### config.mk
export PLATFORM = sky130hd
export DESIGN_NAME = inert_integrator
export DESIGN_NICKNAME = d
export VERILOG_FILES = /design/src/rtl/segway_pkg.sv /design/src/rtl/inert_gyro_cal.sv /design/src/rtl/inert_integrator.sv
export SDC_FILE = /design/constraint.sdc
export NUM_CORES = 1
export LEC_CHECK = 0
export CAP_MARGIN = 10
export CORE_MARGIN = 2
export CORE_UTILIZATION = 60
export DETAILED_ROUTE_END_ITERATION = 16
export PLACE_DENSITY = 0.81
export SLEW_MARGIN = 20
export SYNTH_ARGS = -nofsm -noshare
export SYNTH_HDL_FRONTEND = slang
export SYNTH_SLANG_ARGS = --single-unit
### constraint.sdc
create_clock -name clk -period 8.8 [get_ports clk]
set_input_delay 1.76 -clock clk [delete_from_list [all_inputs] [get_ports clk]]
set_output_delay 1.76 -clock clk [all_outputs]
set_load 0.02 [all_outputs]
### src/rtl/segway_pkg.sv
// Shared constants, saturation helpers and calibration state type
// for the segway inertial front end.
package segway_pkg;

    localparam int ACC_SCALE   = 327;
    localparam int FUSION_STEP = 1024;
    localparam int PTCH_INT_W  = 27;

    typedef enum logic {
        CAL = 1'b0,
        RUN = 1'b1
    } cal_state_t;

    function automatic logic signed [15:0] sat16(
        input logic signed [16:0] v
    );
        if (v[16] != v[15])
            return v[16] ? 16'sh8000 : 16'sh7FFF;
        return v[15:0];
    endfunction

    function automatic logic signed [PTCH_INT_W-1:0] sat27(
        input logic signed [PTCH_INT_W:0] v
    );
        if (v[PTCH_INT_W] != v[PTCH_INT_W-1])
            return v[PTCH_INT_W] ? {1'b1, {(PTCH_INT_W-1){1'b0}}}
                                 : {1'b0, {(PTCH_INT_W-1){1'b1}}};
        return v[PTCH_INT_W-1:0];
    endfunction

endpackage

### src/rtl/inert_gyro_cal.sv
// Power-up gyro calibration: averages 2^CAL_LOG2 raw rate samples
// into the rate offset, then stays in RUN until reset.
module inert_gyro_cal
    import segway_pkg::*;
#(
    parameter int CAL_LOG2 = 4
) (
    input  logic               clk,
    input  logic               rst_n,
    input  logic               vld_in,
    input  logic signed [15:0] ptch_rt_raw,
    output logic signed [15:0] offset,
    output logic               cal_done
);

    localparam int SW = 16 + CAL_LOG2;

    cal_state_t          state;
    cal_state_t          state_nxt;
    logic [SW-1:0]       sum;
    logic [SW-1:0]       sum_nxt;
    logic [CAL_LOG2-1:0] cnt;
    logic                take;
    logic                last;

    assign take    = (state == CAL) && vld_in;
    assign last    = take && (&cnt);
    assign sum_nxt = sum + {{CAL_LOG2{ptch_rt_raw[15]}}, ptch_rt_raw};

    always_ff @(posedge clk or negedge rst_n) begin
        if (!rst_n) state <= CAL;
        else        state <= state_nxt;
    end

    always_comb begin
        state_nxt = state;
        unique case (state)
            CAL:     if (last) state_nxt = RUN;
            RUN:     state_nxt = RUN;
            default: state_nxt = CAL;
        endcase
    end

    always_comb begin
        cal_done = (state == RUN);
    end

    // Offset is the arithmetic-shifted sum including the final sample
    always_ff @(posedge clk or negedge rst_n) begin
        if (!rst_n) begin
            sum    <= '0;
            cnt    <= '0;
            offset <= '0;
        end else begin
            if (take) begin
                sum <= sum_nxt;
                cnt <= cnt + 1'b1;
            end
            if (last) offset <= sum_nxt[CAL_LOG2 +: 16];
        end
    end

endmodule

### src/rtl/inert_integrator.sv
// Pitch integrator with complementary-filter drift correction.
// Optional gyro calibration: define INERT_GYRO_CAL_EN.
module inert_integrator
    import segway_pkg::*;
#(
    parameter logic [15:0] PTCH_RT_OFFSET = 16'h0050,
    parameter logic [15:0] AZ_OFFSET      = 16'hFE80,
    parameter int          CAL_LOG2       = 4
) (
    input  logic               clk,
    input  logic               rst_n,
    input  logic               vld_in,
    input  logic signed [15:0] ptch_rt_raw,
    input  logic signed [15:0] AZ,
    output logic signed [15:0] ptch,
    output logic signed [15:0] ptch_rt,
    output logic               vld,
    output logic               cal_done
);

    if (CAL_LOG2 < 2 || CAL_LOG2 > 8) begin : g_bad_cal_log2
        $error("CAL_LOG2 out of range 2..8");
    end

    logic signed [15:0] offset;

`ifdef INERT_GYRO_CAL_EN
    inert_gyro_cal #(
        .CAL_LOG2 (CAL_LOG2)
    ) u_cal (
        .clk         (clk),
        .rst_n       (rst_n),
        .vld_in      (vld_in),
        .ptch_rt_raw (ptch_rt_raw),
        .offset      (offset),
        .cal_done    (cal_done)
    );
`else
    assign offset   = PTCH_RT_OFFSET;
    assign cal_done = 1'b1;
`endif

    logic                         accept;
    logic                         v1;
    logic                         v2;
    logic signed [15:0]           rt1;
    logic signed [15:0]           az1;
    logic signed [15:0]           rt2;
    logic signed [15:0]           acc2;
    logic signed [16:0]           rt_diff;
    logic signed [25:0]           prod;
    logic signed [PTCH_INT_W-1:0] ptch_int;
    logic signed [PTCH_INT_W-1:0] fusion;
    logic signed [PTCH_INT_W:0]   int_sum;

    // Calibration samples never enter the pipeline
    assign accept  = vld_in & cal_done;
    assign rt_diff = {ptch_rt_raw[15], ptch_rt_raw}
                   - {offset[15], offset};
    assign prod    = $signed({{10{az1[15]}}, az1})
                   * $signed(26'(ACC_SCALE));
    assign ptch    = ptch_int[PTCH_INT_W-1 -: 16];

    always_comb begin
        fusion = '0;
        unique case (1'b1)
            (acc2 > ptch): fusion = PTCH_INT_W'(FUSION_STEP);
            (acc2 < ptch): fusion = PTCH_INT_W'(-FUSION_STEP);
            default:       fusion = '0;
        endcase
    end

    assign int_sum = {ptch_int[PTCH_INT_W-1], ptch_int}
                   - {{(PTCH_INT_W-15){rt2[15]}}, rt2}
                   + {fusion[PTCH_INT_W-1], fusion};

    always_ff @(posedge clk or negedge rst_n) begin
        if (!rst_n) begin
            v1       <= 1'b0;
            v2       <= 1'b0;
            vld      <= 1'b0;
            rt1      <= '0;
            az1      <= '0;
            rt2      <= '0;
            acc2     <= '0;
            ptch_int <= '0;
            ptch_rt  <= '0;
        end else begin
            v1  <= accept;
            v2  <= v1;
            vld <= v2;
            if (accept) begin
                rt1 <= sat16(rt_diff);
                az1 <= AZ - AZ_OFFSET;
            end
            if (v1) begin
                rt2  <= rt1;
                acc2 <= 16'(prod >>> 13);
            end
            if (v2) begin
                ptch_int <= sat27(int_sum);
                ptch_rt  <= rt2;
            end
        end
    end

endmodule

==> summary.md <==
The flow ran to the end, and the final reports show no timing, DRC or antenna violations. The pin count of the biggest net entering global routing is 81, and the number of violations reported at the end of detailed-routing iteration 0 is 374. The number of primary I/O pins is 69.

The minimum period implied by the final worst setup slack is 6.35 ns, and the multiplexer area fraction after synthesis is 4.71%. The number of warnings printed during yosys synthesis came out at 0. The most numerous cell on the critical path was o21a_1.

Once detail routing completed, the nets flagged for antenna violations numbered 0. The floorplan step set the die height to 131 um. The final hold violation count is 0.

The number of fill cells in the layout was 1292; the distinct cell type count of the synthesized netlist was 69. The first global-routing pass estimated 35.0 mm of wire. Counting every sink on the clock net gives 107. The total setup violations reported at the end of the flow was 0; the number of synthesized flops with an enable pin was 0. The logs give 0.0105 ns for the final clock skew and 0.35 ns for the later-pin clock latency in the skew report.

Total global routing track utilization: 24.6%. The cell area that synthesis handed to floorplanning was 9750 sq um. For the synthesized netlist net count, the log shows 1235.

The number of gates resized after CTS was 0. Summed over all nets, the half-perimeter wirelength after detailed placement is 15.7 mm. The flip-flop and latch count after synthesis is 107, and the number of max-cap violations is 0. For the number of global-route vias before repair, the log shows 7287. After floorplanning, the core was divided into 46 placement rows. Synthesis-to-finish area growth: 10.0%.

Walking the worst path, the cells encountered are inv_1 > ha_1 > nor2b_1 > o21a_1 > o21a_1 > o21a_1 > o21a_1 > o21ai_0 > a21oi_1 > o21ai_0 > inv_1 > fa_1 > inv_1 > ha_1 > a21o_1 > a21o_1 > a311oi_1 > o21ai_0 > or2_1 > a21oi_2 > xnor2_2 > o21ai_2 > o22ai_1. The logs give 0 for the final-report max-slew violation count and 17300 sq um for the die outline area. The run gives 0 as the initial antenna violation count.

The main combinational cell family by area after synthesis was adder cells. Initial core utilization: 61.4%. TritonCTS built the clock tree.

For this run, the leading register cell type out of synthesis is dfrtp_1. The total wirelength of the detailed-routed design is 20.1 mm, and the area fraction in and, or, nand and nor cells after synthesis is 8.84%. Buffer type at the clock tree root: clkbuf_16. In this run the number of H-tree levels came out at 3.

For the final routed database, the setup TNS stands at 0 ns. The first detailed-routing pass took 4 iterations. At the pin with the least slew margin, the transition time is 1.02 ns.

Leaving out fill and tap cells, the most frequent cells in the layout are 156 x inv_1, 134 x ha_1, 106 x dfrtp_1, 66 x clkdlybuf4s50_1, 63 x a21oi_1. The floorplan step defined a core boundary enclosing 15900 sq um. After detailed routing, the average wire length per cell comes to 15.9 um. In the final layout, the share of cells above drive strength 1 is 8.91%. Synthesis handed over a netlist of 1006 instances. The tools report the buffer levels on the longest clock path as 2. The tightest min-delay check is of the register to register type.

The sequential share of the synthesized area came out at 27.5%. Startpoint type of the worst setup path: a register. Data arrives at the worst endpoint at 6.54 ns.

The slowest library cell on the worst path is o21ai_2. The number of port buffers was 67. After synthesis, the share of flip-flops with an asynchronous set or reset is 100%. Together, buffers and inverters on the worst path number 3. Data required time of the critical path: 8.99 ns. Type of element capturing the critical path: a register. Measured against its own limit, the worst slew margin works out to 31.9%. The final cycle utilization of the critical path is 72.2%. The leading cell type in the layout, fill and taps excluded is inv_1. Summing the areas of all compound-gate instances in the mapped netlist gives 15.7% of the synthesized area.

The number of antenna diodes in the final layout is 0. Setup repair after global routing left no endpoint under its margin. The number of clock buffers inserted by TritonCTS came out at 9.

Hold is met by 0.489 ns. The family of cells with the greatest summed delay on the critical path was compound AO/OA/AOI/OAI gates. For this run, the slowest stage of the critical path takes 0.72 ns. The number of setup buffers added after CTS is 0. The critical path in this run is classified as register to register. The mean area per synthesized cell is 9.69 sq um. The routability congestion estimate was 0.896; the count of hold buffers inserted by post-cts repair was 0. In the routed layout, each cell is associated on average with a via count of 5.68. The routed layout has 7154 vias. Along the worst path, the maximum fanout reaches 22. The run gives 0 as the number of remaining DRC errors. The adder and majority cell fraction of the synthesized area was 29.5%. After clock tree synthesis, the clock-pin slew on the worst setup and hold paths is 0.08 ns. From left edge to right edge, the die measures 131 um. Static timing analysis puts the maximum clock frequency at 0.157 GHz. The xor and xnor fraction of the mapped netlist area was 4.84%; the number of nets in the final layout was 1269. The run gives 0 as the total global routing overflow.
==> cells in the mapped netlist (3+ instances only) <==
| cell | count | area, sq um |
|---|---|---|
| buf_1 | 4 | 15.0 |
| o21bai_1 | 4 | 30.0 |
| a2111oi_0 | 3 | 26.3 |
| o31ai_1 | 5 | 37.5 |
| or2_2 | 3 | 18.8 |
| a211o_1 | 4 | 35.0 |
| nand2b_1 | 6 | 37.5 |
| nand4_1 | 6 | 37.5 |
| or3_1 | 7 | 43.8 |
| o22a_2 | 3 | 30.0 |
| mux2_2 | 39 | 439 |
| and2_1 | 5 | 31.3 |
| nor2b_1 | 6 | 37.5 |
| and3_1 | 4 | 25.0 |
| buf_6 | 3 | 33.8 |
| fa_1 | 60 | 1200 |
| buf_4 | 18 | 135 |
| buf_2 | 8 | 40.0 |
| a21oi_1 | 63 | 315 |
| clkbuf_1 | 15 | 56.3 |
| o22ai_2 | 10 | 125 |
| nand3_1 | 13 | 65.1 |
| nor2_1 | 62 | 233 |
| xnor2_1 | 33 | 289 |
| inv_1 | 156 | 586 |
| o21a_1 | 12 | 90.1 |
| o22ai_1 | 17 | 106 |
| o21ai_0 | 49 | 245 |
| a31oi_1 | 6 | 37.5 |
| nand2_1 | 36 | 135 |
| a211oi_1 | 6 | 45.0 |
| o211ai_1 | 4 | 30.0 |
| ha_1 | 134 | 1680 |
| xor2_1 | 19 | 166 |
| nor3_1 | 9 | 45.0 |
| dfrtp_1 | 107 | 2680 |
| a21o_1 | 26 | 195 |
==> per-stage QoR <==
| step | worst slack (ns) | std cells | instance area [sq um] | util (%) |
|---|---|---|---|---|
| after floorplan | 3.61 | 1006 | 9750 | - |
| after detailed placement | 2.55 | 1245 | 10400 | 65.7 |
| after global routing | 1.96 | 1260 | 10700 | 67.5 |
| after global placement | 2.73 | 1245 | 10400 | 65.7 |
| after CTS | 2.45 | 1260 | 10700 | 67.5 |
| final | 2.45 | 1260 | 10700 | 67.5 |
==> worst paths after layout <==
check / slack (ns) / endpoint / depth (start not counted) / start
max: 2.45 / ptch_int[1] / 23 / ptch_int[12]
min in group asynchronous: 1.32 / ptch_int[4] / 1 / rst_n
min: 0.49 / rt2[1] / 2 / rt1[1]
max in group asynchronous: 6.11 / v2 / 2 / rst_n
min reg2reg: 0.49 / rt2[1] / 2 / rt1[1]
max reg2reg: 2.45 / ptch_int[1] / 23 / ptch_int[12]
==> per-layer routing <==
layer	part of all wire [%]	GRT usage (%)
met4	2.4	6.94
met1	46	33.7
met5	0	0
met3	4.3	3.47
met2	47	41.0
==> cell type report <==
cell class,instances,area (sq um),area share [%]
multi-input combinational,695,6210,57.9
sequential,107,2680,25.0
timing repair buffer,71,698,6.51
inverter,156,586,5.46
tap,216,270,2.52
clock buffer,9,225,2.10
clock inverter,6,60.1,0.560
==> kinds of logic (layout without fill, tap and decap cells) <==
kind of cell	after synthesis	count (layout)
other cells	1	1
fa+ha+maj	194	194
mux	41	41
xor+xnor	53	53
buf+inv	204	242
simple gates	174	174
flops	107	107
compound gates	232	232
==> tightest hold or removal path: cells and delay by family, from the launching register on <==
family | cells | cell delay, ns
AOI/OAI and AO/OA | 1 | 0.06
and+or+nand+nor | 1 | 0.05
DFF | 1 | 0.35
==> registers in the layout, indices dropped and copies added, names as in the netlist <==
name      flops
az1          16
rt1          16
acc2         13
ptch_rt      16
vld           1
v1            1
rt2          16
v2            1
ptch_int     27
Power is not shown: default switching activity piles up to over one toggle a cycle in this logic, so the estimate is an artifact.
